File: config.mk
export PLATFORM = sky130hd
export DESIGN_NAME = fifo_seq_ctrl
export DESIGN_NICKNAME = d
export VERILOG_FILES = /design/src/rtl/fifo_seq_pkg.sv /design/src/rtl/fifo_seq_ctrl.sv
export SDC_FILE = /design/constraint.sdc
export NUM_CORES = 1
export LEC_CHECK = 0
export CAP_MARGIN = 0
export CORE_ASPECT_RATIO = 1.75
export CORE_UTILIZATION = 64
export CTS_BUF_LIST = sky130_fd_sc_hd__clkbuf_2
export CTS_CLUSTER_SIZE = 28
export DETAILED_ROUTE_END_ITERATION = 8
export DONT_BUFFER_PORTS = 1
export PLACE_DENSITY = 0.8
export SLEW_MARGIN = 10
export SYNTH_ARGS = -nofsm -noshare
export SYNTH_HDL_FRONTEND = slang
export SYNTH_SLANG_ARGS = --single-unit
File: constraint.sdc
create_clock -name clk_100M -period 2.27 [get_ports clk_100M]
set_input_delay 0.454 -clock clk_100M [delete_from_list [all_inputs] [get_ports clk_100M]]
set_output_delay 0.454 -clock clk_100M [all_outputs]
set_load 0.005 [all_outputs]
File: src/rtl/fifo_seq_pkg.sv
// Shared types and timing constants for the frame FIFO sequencer.
package fifo_seq_pkg;

    // Cycles fifo_wr_en / fifo_rd_en are held before the first strobe edge.
    localparam int unsigned ARM_CYCLES   = 2;
    // Cycles allowed for fifo_full to assert after the last write.
    localparam int unsigned FULL_TIMEOUT = 4;
    // Width of the shared arm/timeout timer.
    localparam int unsigned TMR_W        = 3;

    typedef enum logic [3:0] {
        S_IDLE,
        S_WR_ARM,
        S_WR_TAKE,
        S_WR_HI,
        S_WR_LO,
        S_WAIT_FULL,
        S_RD_ARM,
        S_RD_HI,
        S_RD_LO,
        S_RD_OUT,
        S_DONE
    } state_t;

endpackage

File: src/rtl/fifo_seq_ctrl.sv
// Frame FIFO sequencer: captures DEPTH samples from a valid/ready source into
// the block-mode FIFO, then drains them to a valid/ready sink.
// Optional feature macro FIFO_SEQ_DECIM_EN adds the decim input (keep 1 of
// every decim accepted samples).
module fifo_seq_ctrl
    import fifo_seq_pkg::*;
#(
    parameter int unsigned DATA_W = 12,
    parameter int unsigned DEPTH  = 1000,
    parameter int unsigned CNT_W  = 10
) (
    input  logic              clk_100M,
    input  logic              rst,
    input  logic              start,
    input  logic              continuous,
`ifdef FIFO_SEQ_DECIM_EN
    input  logic [7:0]        decim,
`endif
    input  logic              s_valid,
    input  logic [DATA_W-1:0] s_data,
    output logic              s_ready,
    output logic              m_valid,
    output logic [DATA_W-1:0] m_data,
    input  logic              m_ready,
    output logic              fifo_rst_n,
    output logic              fifo_wr_en,
    output logic              fifo_wr_clk,
    output logic              fifo_rd_en,
    output logic              fifo_rd_clk,
    output logic [DATA_W-1:0] fifo_din,
    input  logic              fifo_full,
    input  logic              fifo_empty,
    input  logic [DATA_W-1:0] fifo_dout,
    output logic              busy,
    output logic              frame_done,
    output logic              err
);

    localparam logic [CNT_W-1:0] CNT_FULL = CNT_W'(DEPTH);
    localparam logic [TMR_W-1:0] ARM_LAST = TMR_W'(ARM_CYCLES - 1);
    localparam logic [TMR_W-1:0] TMO_LAST = TMR_W'(FULL_TIMEOUT - 1);

    state_t             state, state_d;
    logic [CNT_W-1:0]   wcnt, wcnt_d;
    logic [CNT_W-1:0]   rcnt, rcnt_d;
    logic [TMR_W-1:0]   tmr, tmr_d;
    logic [DATA_W-1:0]  din_d, mdata_d;
    logic               err_d;
    logic               s_ready_d, m_valid_d;
    logic               wr_en_d, wr_clk_d, rd_en_d, rd_clk_d;
    logic               busy_d, frame_done_d;
    logic               hs_in;
`ifdef FIFO_SEQ_DECIM_EN
    logic [7:0]         phase, phase_d;
`endif

    assign hs_in = s_valid && s_ready;

    // Next-state, counter, data-capture and registered-output decode.
    always_comb begin
        state_d = state;
        wcnt_d  = wcnt;
        rcnt_d  = rcnt;
        din_d   = fifo_din;
        mdata_d = m_data;
        err_d   = err;
`ifdef FIFO_SEQ_DECIM_EN
        phase_d = phase;
`endif

        case (state)
            S_IDLE: begin
                if (start) begin
                    if (fifo_empty) begin
                        state_d = S_WR_ARM;
                    end else begin
                        err_d = 1'b1;
                    end
                end
            end
            S_WR_ARM: begin
`ifdef FIFO_SEQ_DECIM_EN
                phase_d = '0;
`endif
                if (tmr == ARM_LAST) begin
                    state_d = S_WR_TAKE;
                end
            end
            S_WR_TAKE: begin
                if (hs_in) begin
`ifdef FIFO_SEQ_DECIM_EN
                    // Phase 0 is the kept sample; others are acked and dropped.
                    if (phase == 8'd0) begin
                        din_d   = s_data;
                        state_d = S_WR_HI;
                    end
                    if ((decim <= 8'd1) || (phase >= 8'(decim - 8'd1))) begin
                        phase_d = '0;
                    end else begin
                        phase_d = 8'(phase + 8'd1);
                    end
`else
                    din_d   = s_data;
                    state_d = S_WR_HI;
`endif
                end
            end
            S_WR_HI: begin
                if (wcnt < CNT_FULL) begin
                    wcnt_d = wcnt + CNT_W'(1);
                end
                state_d = S_WR_LO;
            end
            S_WR_LO: begin
                state_d = (wcnt == CNT_FULL) ? S_WAIT_FULL : S_WR_TAKE;
            end
            S_WAIT_FULL: begin
                if (fifo_full) begin
                    state_d = S_RD_ARM;
                end else if (tmr == TMO_LAST) begin
                    err_d   = 1'b1;
                    state_d = S_RD_ARM;
                end
            end
            S_RD_ARM: begin
                if (tmr == ARM_LAST) begin
                    state_d = S_RD_HI;
                end
            end
            S_RD_HI: begin
                state_d = S_RD_LO;
            end
            S_RD_LO: begin
                mdata_d = fifo_dout;
                if (rcnt < CNT_FULL) begin
                    rcnt_d = rcnt + CNT_W'(1);
                end
                state_d = S_RD_OUT;
            end
            S_RD_OUT: begin
                if (m_ready) begin
                    // FIFO must report empty exactly after the last word.
                    if (fifo_empty != (rcnt == CNT_FULL)) begin
                        err_d = 1'b1;
                    end
                    state_d = (rcnt == CNT_FULL) ? S_DONE : S_RD_HI;
                end
            end
            S_DONE: begin
                wcnt_d  = '0;
                rcnt_d  = '0;
                state_d = continuous ? S_WR_ARM : S_IDLE;
            end
            default: begin
                state_d = S_IDLE;
            end
        endcase

        // FIFO claiming full before the whole frame is written is a fault.
        if (((state == S_WR_TAKE) || (state == S_WR_HI) || (state == S_WR_LO))
            && fifo_full && (wcnt != CNT_FULL)) begin
            err_d = 1'b1;
        end

        // Timer restarts on every state change and saturates otherwise.
        if (state_d != state) begin
            tmr_d = '0;
        end else if (tmr != '1) begin
            tmr_d = tmr + TMR_W'(1);
        end else begin
            tmr_d = tmr;
        end

        s_ready_d    = (state_d == S_WR_TAKE);
        wr_en_d      = (state_d == S_WR_ARM) || (state_d == S_WR_TAKE) ||
                       (state_d == S_WR_HI)  || (state_d == S_WR_LO);
        wr_clk_d     = (state_d == S_WR_HI);
        rd_en_d      = (state_d == S_RD_ARM) || (state_d == S_RD_HI) ||
                       (state_d == S_RD_LO)  || (state_d == S_RD_OUT);
        rd_clk_d     = (state_d == S_RD_HI);
        m_valid_d    = (state_d == S_RD_OUT);
        busy_d       = (state_d != S_IDLE);
        frame_done_d = (state_d == S_DONE) && (state != S_DONE);
    end

    // State, counters and all registered outputs; synchronous reset.
    always_ff @(posedge clk_100M) begin
        if (rst) begin
            state       <= S_IDLE;
            wcnt        <= '0;
            rcnt        <= '0;
            tmr         <= '0;
            fifo_din    <= '0;
            m_data      <= '0;
            err         <= 1'b0;
            s_ready     <= 1'b0;
            m_valid     <= 1'b0;
            fifo_wr_en  <= 1'b0;
            fifo_wr_clk <= 1'b0;
            fifo_rd_en  <= 1'b0;
            fifo_rd_clk <= 1'b0;
            busy        <= 1'b0;
            frame_done  <= 1'b0;
            fifo_rst_n  <= 1'b0;
`ifdef FIFO_SEQ_DECIM_EN
            phase       <= '0;
`endif
        end else begin
            state       <= state_d;
            wcnt        <= wcnt_d;
            rcnt        <= rcnt_d;
            tmr         <= tmr_d;
            fifo_din    <= din_d;
            m_data      <= mdata_d;
            err         <= err_d;
            s_ready     <= s_ready_d;
            m_valid     <= m_valid_d;
            fifo_wr_en  <= wr_en_d;
            fifo_wr_clk <= wr_clk_d;
            fifo_rd_en  <= rd_en_d;
            fifo_rd_clk <= rd_clk_d;
            busy        <= busy_d;
            frame_done  <= frame_done_d;
            fifo_rst_n  <= 1'b1;
`ifdef FIFO_SEQ_DECIM_EN
            phase       <= phase_d;
`endif
        end
    end

endmodule

* Word-level counts from Yosys, hierarchy flattened
Cells that the tools add are included.
** Cells by class
- Mux-type cells :: 25
- $lt $le $gt $ge :: 2
- Add/sub/neg operators :: 3
- Equality and inequality tests :: 36
- Reductions and logical operators :: 22
** Operator list (number)
- one-hot mux 4 bit (11 select lines) :: 1
- one-hot mux 10 bit (2 select lines) :: 2
- 2-to-1 mux 4 bit :: 9
- equality test 4 x 3 -> 1 bit, second input constant :: 7
- equality test 4 bit, second input constant :: 6
- != test 3 bit, second input constant :: 7
- adder 10 x 1 -> 10 bit, second input constant :: 2
- equality test 10 bit, second input constant :: 2
- less-than comparator 10 bit, second input constant :: 2
- 2-to-1 mux 10 bit :: 2
- equality test 4 x 2 -> 1 bit, second input constant :: 4
- != test 10 bit, second input constant :: 1
- 2-to-1 mux 1 bit :: 9
- equality test 4 x 1 -> 1 bit, second input constant :: 2
- logical OR 1 bit :: 8
- nonzero test 4 bit :: 2
- AND reduction 7 bit :: 1
- AND reduction 2 bit :: 3
- logical AND 1 bit :: 4
- logical NOT 4 bit :: 1
- != test 2 bit, second input constant :: 2
- != test 4 bit :: 1
- != test 4 bit, second input constant :: 1
- nonzero test 2 bit :: 2
- 7 further kinds :: 7
** Word-level totals
- Register bits :: 61
- Output and inout bits :: 34
- Input bits :: 32

* Longest topological paths before layout
Gate-level depths: netlist of the first run.
- Word-level depth :: 8
- Gate-level depth with buffers :: 8
- Mapped depth without buffers :: 7

* Worst setup path after synthesis of the first run
No wires, ideal clock.
- Path kind :: register to register
- From :: reg tmr[0]
- To :: reg fifo_wr_en
- Setup time :: 0.142 ns
- Clock period less this slack :: 1.878 ns
- Required time :: 2.128 ns
- Slack :: 0.392 ns
- Stages on the path, launching flop included :: 9
- Path buffers :: 1
- Arrival time :: 1.736 ns
- Path through :: dfxtp_1 -> ha_1 -> ha_1 -> or3b_1 -> o2111ai_1 -> and4_1 -> buf_2 -> nor2b_1 -> a211oi_1
** Between the ends
- Cells in the longest elaborated chain, start to end :: 8
- Elaborated cells on any way between the ends :: 14
- Classes of those cells :: eq/ne (6); mux (5); reduce/logical (3)
** Ends and longest elaborated chain
- start: declaration :: line fifo_seq_ctrl.sv:46 : logic [TMR_W-1:0] tmr, tmr_d;
- start signal: assignment :: line fifo_seq_ctrl.sv:212 : tmr <= tmr_d;
- equality test 3 x 2 -> 1 bit :: line fifo_seq_ctrl.sv:120 : end else if (tmr == TMO_LAST) begin
- 2-to-1 mux 4 bit :: line fifo_seq_ctrl.sv:120
- 2-to-1 mux 4 bit :: line fifo_seq_ctrl.sv:118 : if (fifo_full) begin
- one-hot mux 4 bit (11 select lines) (*) :: line fifo_seq_ctrl.sv:71 : case (state)
- equality test 4 x 1 -> 1 bit / equality test 4 x 2 -> 1 bit (equally long branches) :: line fifo_seq_ctrl.sv:175 : wr_en_d = (state_d == S_WR_ARM) || (state_d == S_WR_TAKE) ||
- logical OR 1 bit (2 in series) :: line fifo_seq_ctrl.sv:175
- logical OR 1 bit (*) :: line fifo_seq_ctrl.sv:176 : (state_d == S_WR_HI) || (state_d == S_WR_LO);
- end signal: assignment :: line fifo_seq_ctrl.sv:218 : fifo_wr_en <= wr_en_d;
- end: declaration :: line fifo_seq_ctrl.sv:26 : output logic fifo_wr_en,
Mark *: on every way between the ends. The rest lies on a longest branch, timed or not.
A chain may end at the register's enable or synchronous reset.

* Final worst setup path of the first run
Same ends and word-level chain as after synthesis.

==> flow_summary.yaml, run 1 <==
outcome:
  outcome: "finished clean"
synth:
  async_flop_share_pct: 0
  synthesis.instances: 327
  yosysTopAreaCellShare_pct: 42.20
  yosys_register_bits: 61
  synth_nets: 367
  synthTopCellsByArea: "dfxtp_1 42%, nor2_1 6.2%, nand2_1 5.6%"
  dominantRegCellSynth: "dfxtp_1"
  synth_edf_count: 0
  synth.largest_area_cell: "dfxtp_1"
  yosysMostFrequentCell: "dfxtp_1"
  syn_area_per_cell_um2: 8.850
  synth_seq_area_share_pct: 42.20
  yosysUniqueCellTypes: 59
  netlist_area_mm2: 0.002894
  synthTopCellsByCount: "61 x dfxtp_1, 48 x nor2_1, 43 x nand2_1"
  yosys_warnings: 0
worst_setup_path:
  crit_family: "simple AND/OR/NAND/NOR gates"
  crit_fanout: 7
  cpMaxStageDelayCell: "or3b_1"
  crit_required_ns: 2.62
  worst_setup_path_end_kind: "flip-flop"
  crit_path_max_incr_delay_ns: 0.39
  crit_path_frequent_cell: "ha_1"
  cp_cell_sequence: "ha_1, ha_1, or3b_1, o2111ai_1, and4_2, nor2b_1, a211oi_1"
  cp_num_buf_inv: 0
  r2r_slack_ns: 0.19
  critical_path_class: "reg -> reg"
  arrival_ns: 2.43
  cp-start-kind: "flip-flop"
die:
  core_region_area_mm2: 0.004364
  rows: 32
  die_w_um: 52.83
  die_y_um: 90.96
  ios: 66
  die-area_mm2: 0.004805
  start_util_pct: 66.31
timing:
  max_freq_mhz: 481.9
  skew_ns: 0.03623
  slew_violations: 0
  rsz0062_at_grt: "false"
  final_hold_viol_count: 0
  whs_ns: 0.03227
  worstMarginPinSlew_ns: 1.146
  fin_crit_sh_pct: 91.41
  setup_tns_ns: 0
  finalSetupViolations: 0
  layout_min_cycle_time_ns: 2.075
  relSlewSlack_pct: 23.34
global_routing:
  gr-usage-all-layers_pct: 27.27
  grt_pass1_wl_mm: 9.618
  grt_max_degree: 33
  met3_usage_pct: 7.203
  grt_pass1_vias: 2275
  antenna_found_initial: 0
  grt-ovfl-total: 0
  gr-usage-met1_pct: 27.06
  busiest_layer: "met2"
  grtUsageMet2_pct: 46.31
place:
  gp_congestion: 0.9280
  io_buffers: 0
  hpwlAfterDp_mm: 4.365
clocking:
  cts_made_buffers: 9
  cts_tree: "done"
  htree_num_levels: 3
  clockBufferDepth: 2
  clkTransAtPathRegs_ns: 0.20
  clk_latency_ns: 0.52
  cts_sinks: 61
  cts_setup_buffers: 0
  cts-root-buf: "clkbuf_2"
route:
  drt-total-wl_mm: 5.955
  drc: 0
  final_antenna_net_count: 0
  drt_pass1_iterations: 4
  vias_per_cell: 6.046
  vias: 2346
  drt_iter0_drc: 70
  wl_per_cell_um: 15.35
finish:
  area_growth_pct: 6.355
  nets: 372
  drive_gt1_share_pct: 13.06
  num_antenna_cells: 0
  final_util_pct: 70.53
power:
  cellPowerDensity_mw_per_mm2: 669.6
  p_leak_uw: 0.001194
  ir_drop_mv: 0.8085
worst_hold_path:
  hp-class: "in -> reg"
run:
  cap_violations: 0
## report_power, final
part	internal, µW	switching (µW)	leakage, µW	total (µW)
clock network	256	427	0.0000645	684
logic	100	135	0.000636	235
registers	1100	37.5	0.000493	1140
total	1460	600	0.00119	2060
## layout by cell type, fill, tap and decap left out, types with 7 or more instances in the layout
cell / instances
nor2_1: 48
mux2i_1: 15
dfxtp_1: 60
nand2_1: 43
xnor2_1: 11
inv_1: 12
ha_1: 8
clkbuf_2: 9
buf_4: 7
a21oi_1: 23
xor2_1: 7
## per-stage QoR
step                      instance area, µm²  worst slack [ns]  std cells  total power (µW)
after global placement                  2925            0.2318        369              1378
after CTS                               3055            0.1383        386              2066
after detailed placement                2925            0.1846        369              1385
final                                   3078            0.1949        388              2061
after floorplan                         2894            0.3923        327              1348
after global routing                    3078          0.007178        388              2157
## worst paths after layout
path / startpoint / endpoint / cells after the start
worst min register to register: m_data[11] / m_data[11] / 2
worst max register to register: tmr[0] / fifo_wr_en / 7
worst max-delay path: tmr[0] / fifo_wr_en / 7
worst min-delay path: fifo_dout[11] / m_data[11] / 2
## cells by family after synthesis
family | share of synthesized area (%)
XOR/XNOR | 5.447
AO/OA/AOI/OAI | 12.97
flip-flops | 42.20
AND/OR/NAND/NOR | 26.11
multiplexers | 5.188
adder cells (fa/ha/maj) | 3.459
buffers and inverters | 4.626
## timing repair
action	in CTS	in global routing
gates resized for setup	0	2
endpoints found under the hold margin	32	2
setup endpoints to repair	0	5
hold buffers	1	2
## flip-flops by register name (all words and copies together) (netlist names), 3 cells and up
| name | count |
|---|---|
| state | 4 |
| wcnt | 10 |
| m_data | 12 |
| fifo_din | 12 |
| rcnt | 10 |
| tmr | 3 |
## routing by layer
metal  vias to the layer above  part of all wire [%]
li1                       1146                     -
met1                      1092                    37
met2                        91                    54
met3                        17                   5.5
met4                         0                   3.9
met5                         -                     0
## area by class of cell
class / instances / area [µm²]
inverter: 13 / 48.80
fill: 345 / 1286
clock buffer: 9 / 45.04
timing repair buffer: 10 / 82.58
clock inverter: 7 / 75.07
multi-input combinational: 237 / 1540
sequential: 61 / 1222
tap: 51 / 63.81
Note: power is estimated with default switching activity, not from simulation.
==> run 2: changes to the inputs <==
--- a/config.mk
+++ b/config.mk
@@ -7,12 +7,11 @@
 export LEC_CHECK = 0
 export CAP_MARGIN = 0
 export CORE_ASPECT_RATIO = 1.75
-export CORE_UTILIZATION = 64
-export CTS_BUF_LIST = sky130_fd_sc_hd__clkbuf_2
+export CORE_UTILIZATION = 62
 export CTS_CLUSTER_SIZE = 28
 export DETAILED_ROUTE_END_ITERATION = 8
 export DONT_BUFFER_PORTS = 1
-export PLACE_DENSITY = 0.8
+export PLACE_DENSITY = 0.78
 export SLEW_MARGIN = 10
 export SYNTH_ARGS = -nofsm -noshare
 export SYNTH_HDL_FRONTEND = slang
==> run 2 against run 1 <==
Effect of this change:
- combinational power is 3% lower
- first-iteration DRC count is 14% higher
- hold slack better by 0.14 ns
- sequential power hardly changed
- final cell count is 0.77% lower
- wire length is 0.40% lower
- clock skew is 0.029 ns lower
- sequential share of layout area is 0.34 points lower
- non-clock buffer count is 3 lower
- utilization is 0.74 points lower
- die area is 3.1% higher
==> flow_summary.yaml, run 2 (synthesized netlist as in run 1, its figures left out) <==
outcome:
  outcome: "finished clean"
die:
  start_util_pct: 65.12
  rows: 32
  die_w_um: 53.65
  core_region_area_mm2: 0.004444
  die-area_mm2: 0.004956
  ios: 66
  die_y_um: 92.38
clocking:
  cts_made_buffers: 9
  ctsResizeCount: 0
  ctsHoldBuffers: 0
  cts-root-buf: "clkbuf_8"
  clk_latency_ns: 0.34
  clockBufferDepth: 2
  clkTransAtPathRegs_ns: 0.07
  htree_num_levels: 3
  cts_tree: "done"
  cts_sinks: 61
  cts_setup_buffers: 0
route:
  drt_iter0_drc: 80
  drc: 0
  final_antenna_net_count: 0
  vias: 2277
  vias_per_cell: 5.914
  drt_pass1_iterations: 4
  wl_per_cell_um: 15.41
  drt-total-wl_mm: 5.931
global_routing:
  grt_pass1_vias: 2096
  antenna_found_initial: 0
  grt-ovfl-total: 0
  grt_max_degree: 36
  gr-usage-all-layers_pct: 25.99
  grt_pass1_wl_mm: 9.328
timing:
  relSlewSlack_pct: 61.49
  layout_min_cycle_time_ns: 2.164
  skew_ns: 0.007249
  slew_violations: 0
  worstMarginPinSlew_ns: 0.5728
  final_hold_viol_count: 0
  setup_tns_ns: 0
  fin_crit_sh_pct: 95.35
  rsz0062_at_grt: "false"
  max_freq_mhz: 462.0
  finalSetupViolations: 0
  setup_slack_ns: 0.1055
finish:
  layout_common_cells: "61 x dfxtp_1, 48 x nor2_1, 43 x nand2_1, 23 x a21oi_1, 15 x mux2i_1"
  nets: 369
  final_util_pct: 69.79
  num_antenna_cells: 0
  instances_no_fill: 385
  top_regs: "fifo_din: 12 flops, m_data: 12 flops"
  layout_commonest_cell: "dfxtp_1"
  nFillCells: 343
  drive_gt1_share_pct: 12.57
  area_growth_pct: 7.177
place:
  gp_congestion: 0.9712
  place_worst_setup_slack_ns: 0.1354
  hpwlAfterDp_mm: 4.417
  io_buffers: 0
  dp_cells: 369
power:
  p_seq_share_pct: 51.4
  ir_drop_mv: 0.6144
  power.internal_uw: 1596
  power_uw: 2216
  cellPowerDensity_mw_per_mm2: 714.5
  comb_power_share_pct: 10.3
  p_leak_uw: 0.001206
  power.share.clock_pct: 38.2
  switching_power_uw: 620.1
  p_sw_share_pct: 27.98
worst_hold_path:
  hp-class: "in -> reg"
worst_setup_path:
  worst_setup_path_end_kind: "flip-flop"
  arrival_ns: 2.36
  cp-start-kind: "flip-flop"
  critical_path_class: "reg -> reg"
  crit_required_ns: 2.47
  crit_fanout: 7
run:
  cap_violations: 0
-- run 2: power groups by stage --
stage               Combinational, µW  Sequential (µW)  Clock [µW]
global route                      248             1140         913
finish                            229             1140         847
global placement                  217             1160           0
floorplan                         199             1150           0
detailed placement                226             1160           0
CTS                               227             1140         859
-- run 2: critical path: stages, from the launching register on --
cell and delay [ns]:
dfxtp_1 0.34, ha_1 0.23, ha_1 0.23, or3b_1 0.38, o2111ai_1 0.16, and4_1 0.42
nor2b_1 0.19, a211oi_1 0.09
-- run 2: final cells by class --
class / instances / area, µm² / share of cell area (%)
clock buffers: 9 / 123.9 / 3.994
clock inverters: 7 / 52.55 / 1.694
inverters: 13 / 48.80 / 1.573
multi-input cells: 237 / 1539 / 49.62
flip-flops and latches: 61 / 1221 / 39.37
well taps: 51 / 63.81 / 2.057
repair buffers: 7 / 52.55 / 1.694
-- run 2: stage by stage --
step / area [µm²] / hold slack, ns
6_report: 3102 / 0.1693
5_1_grt: 3102 / 0.1502
4_1_cts: 3102 / 0.1628
3_5_place_dp: 2925 / 0.4580
3_3_place_gp: 2925 / 0.4529
2_1_floorplan: 2894 / 0.4369
-- run 2: path summary, 6_finish.rpt --
kind | start | end | slack (ns) | cells after the start
worst max-delay path | tmr[0] | fifo_wr_en | 0.11 | 7
worst min-delay path | rst | m_data[7] | 0.17 | 1
worst max register to register | tmr[0] | fifo_wr_en | 0.11 | 7
worst min register to register | m_data[3] | m_data[3] | 0.47 | 2
-- run 2: layer usage --
metal | up-vias | track usage [%] | wire [µm]
li1 | 1132 | - | -
met1 | 1052 | 26.14 | 2282
met2 | 71 | 44.38 | 3155
met3 | 22 | 7.389 | 240
met4 | 0 | 16.23 | 252
met5 | - | 0 | 0
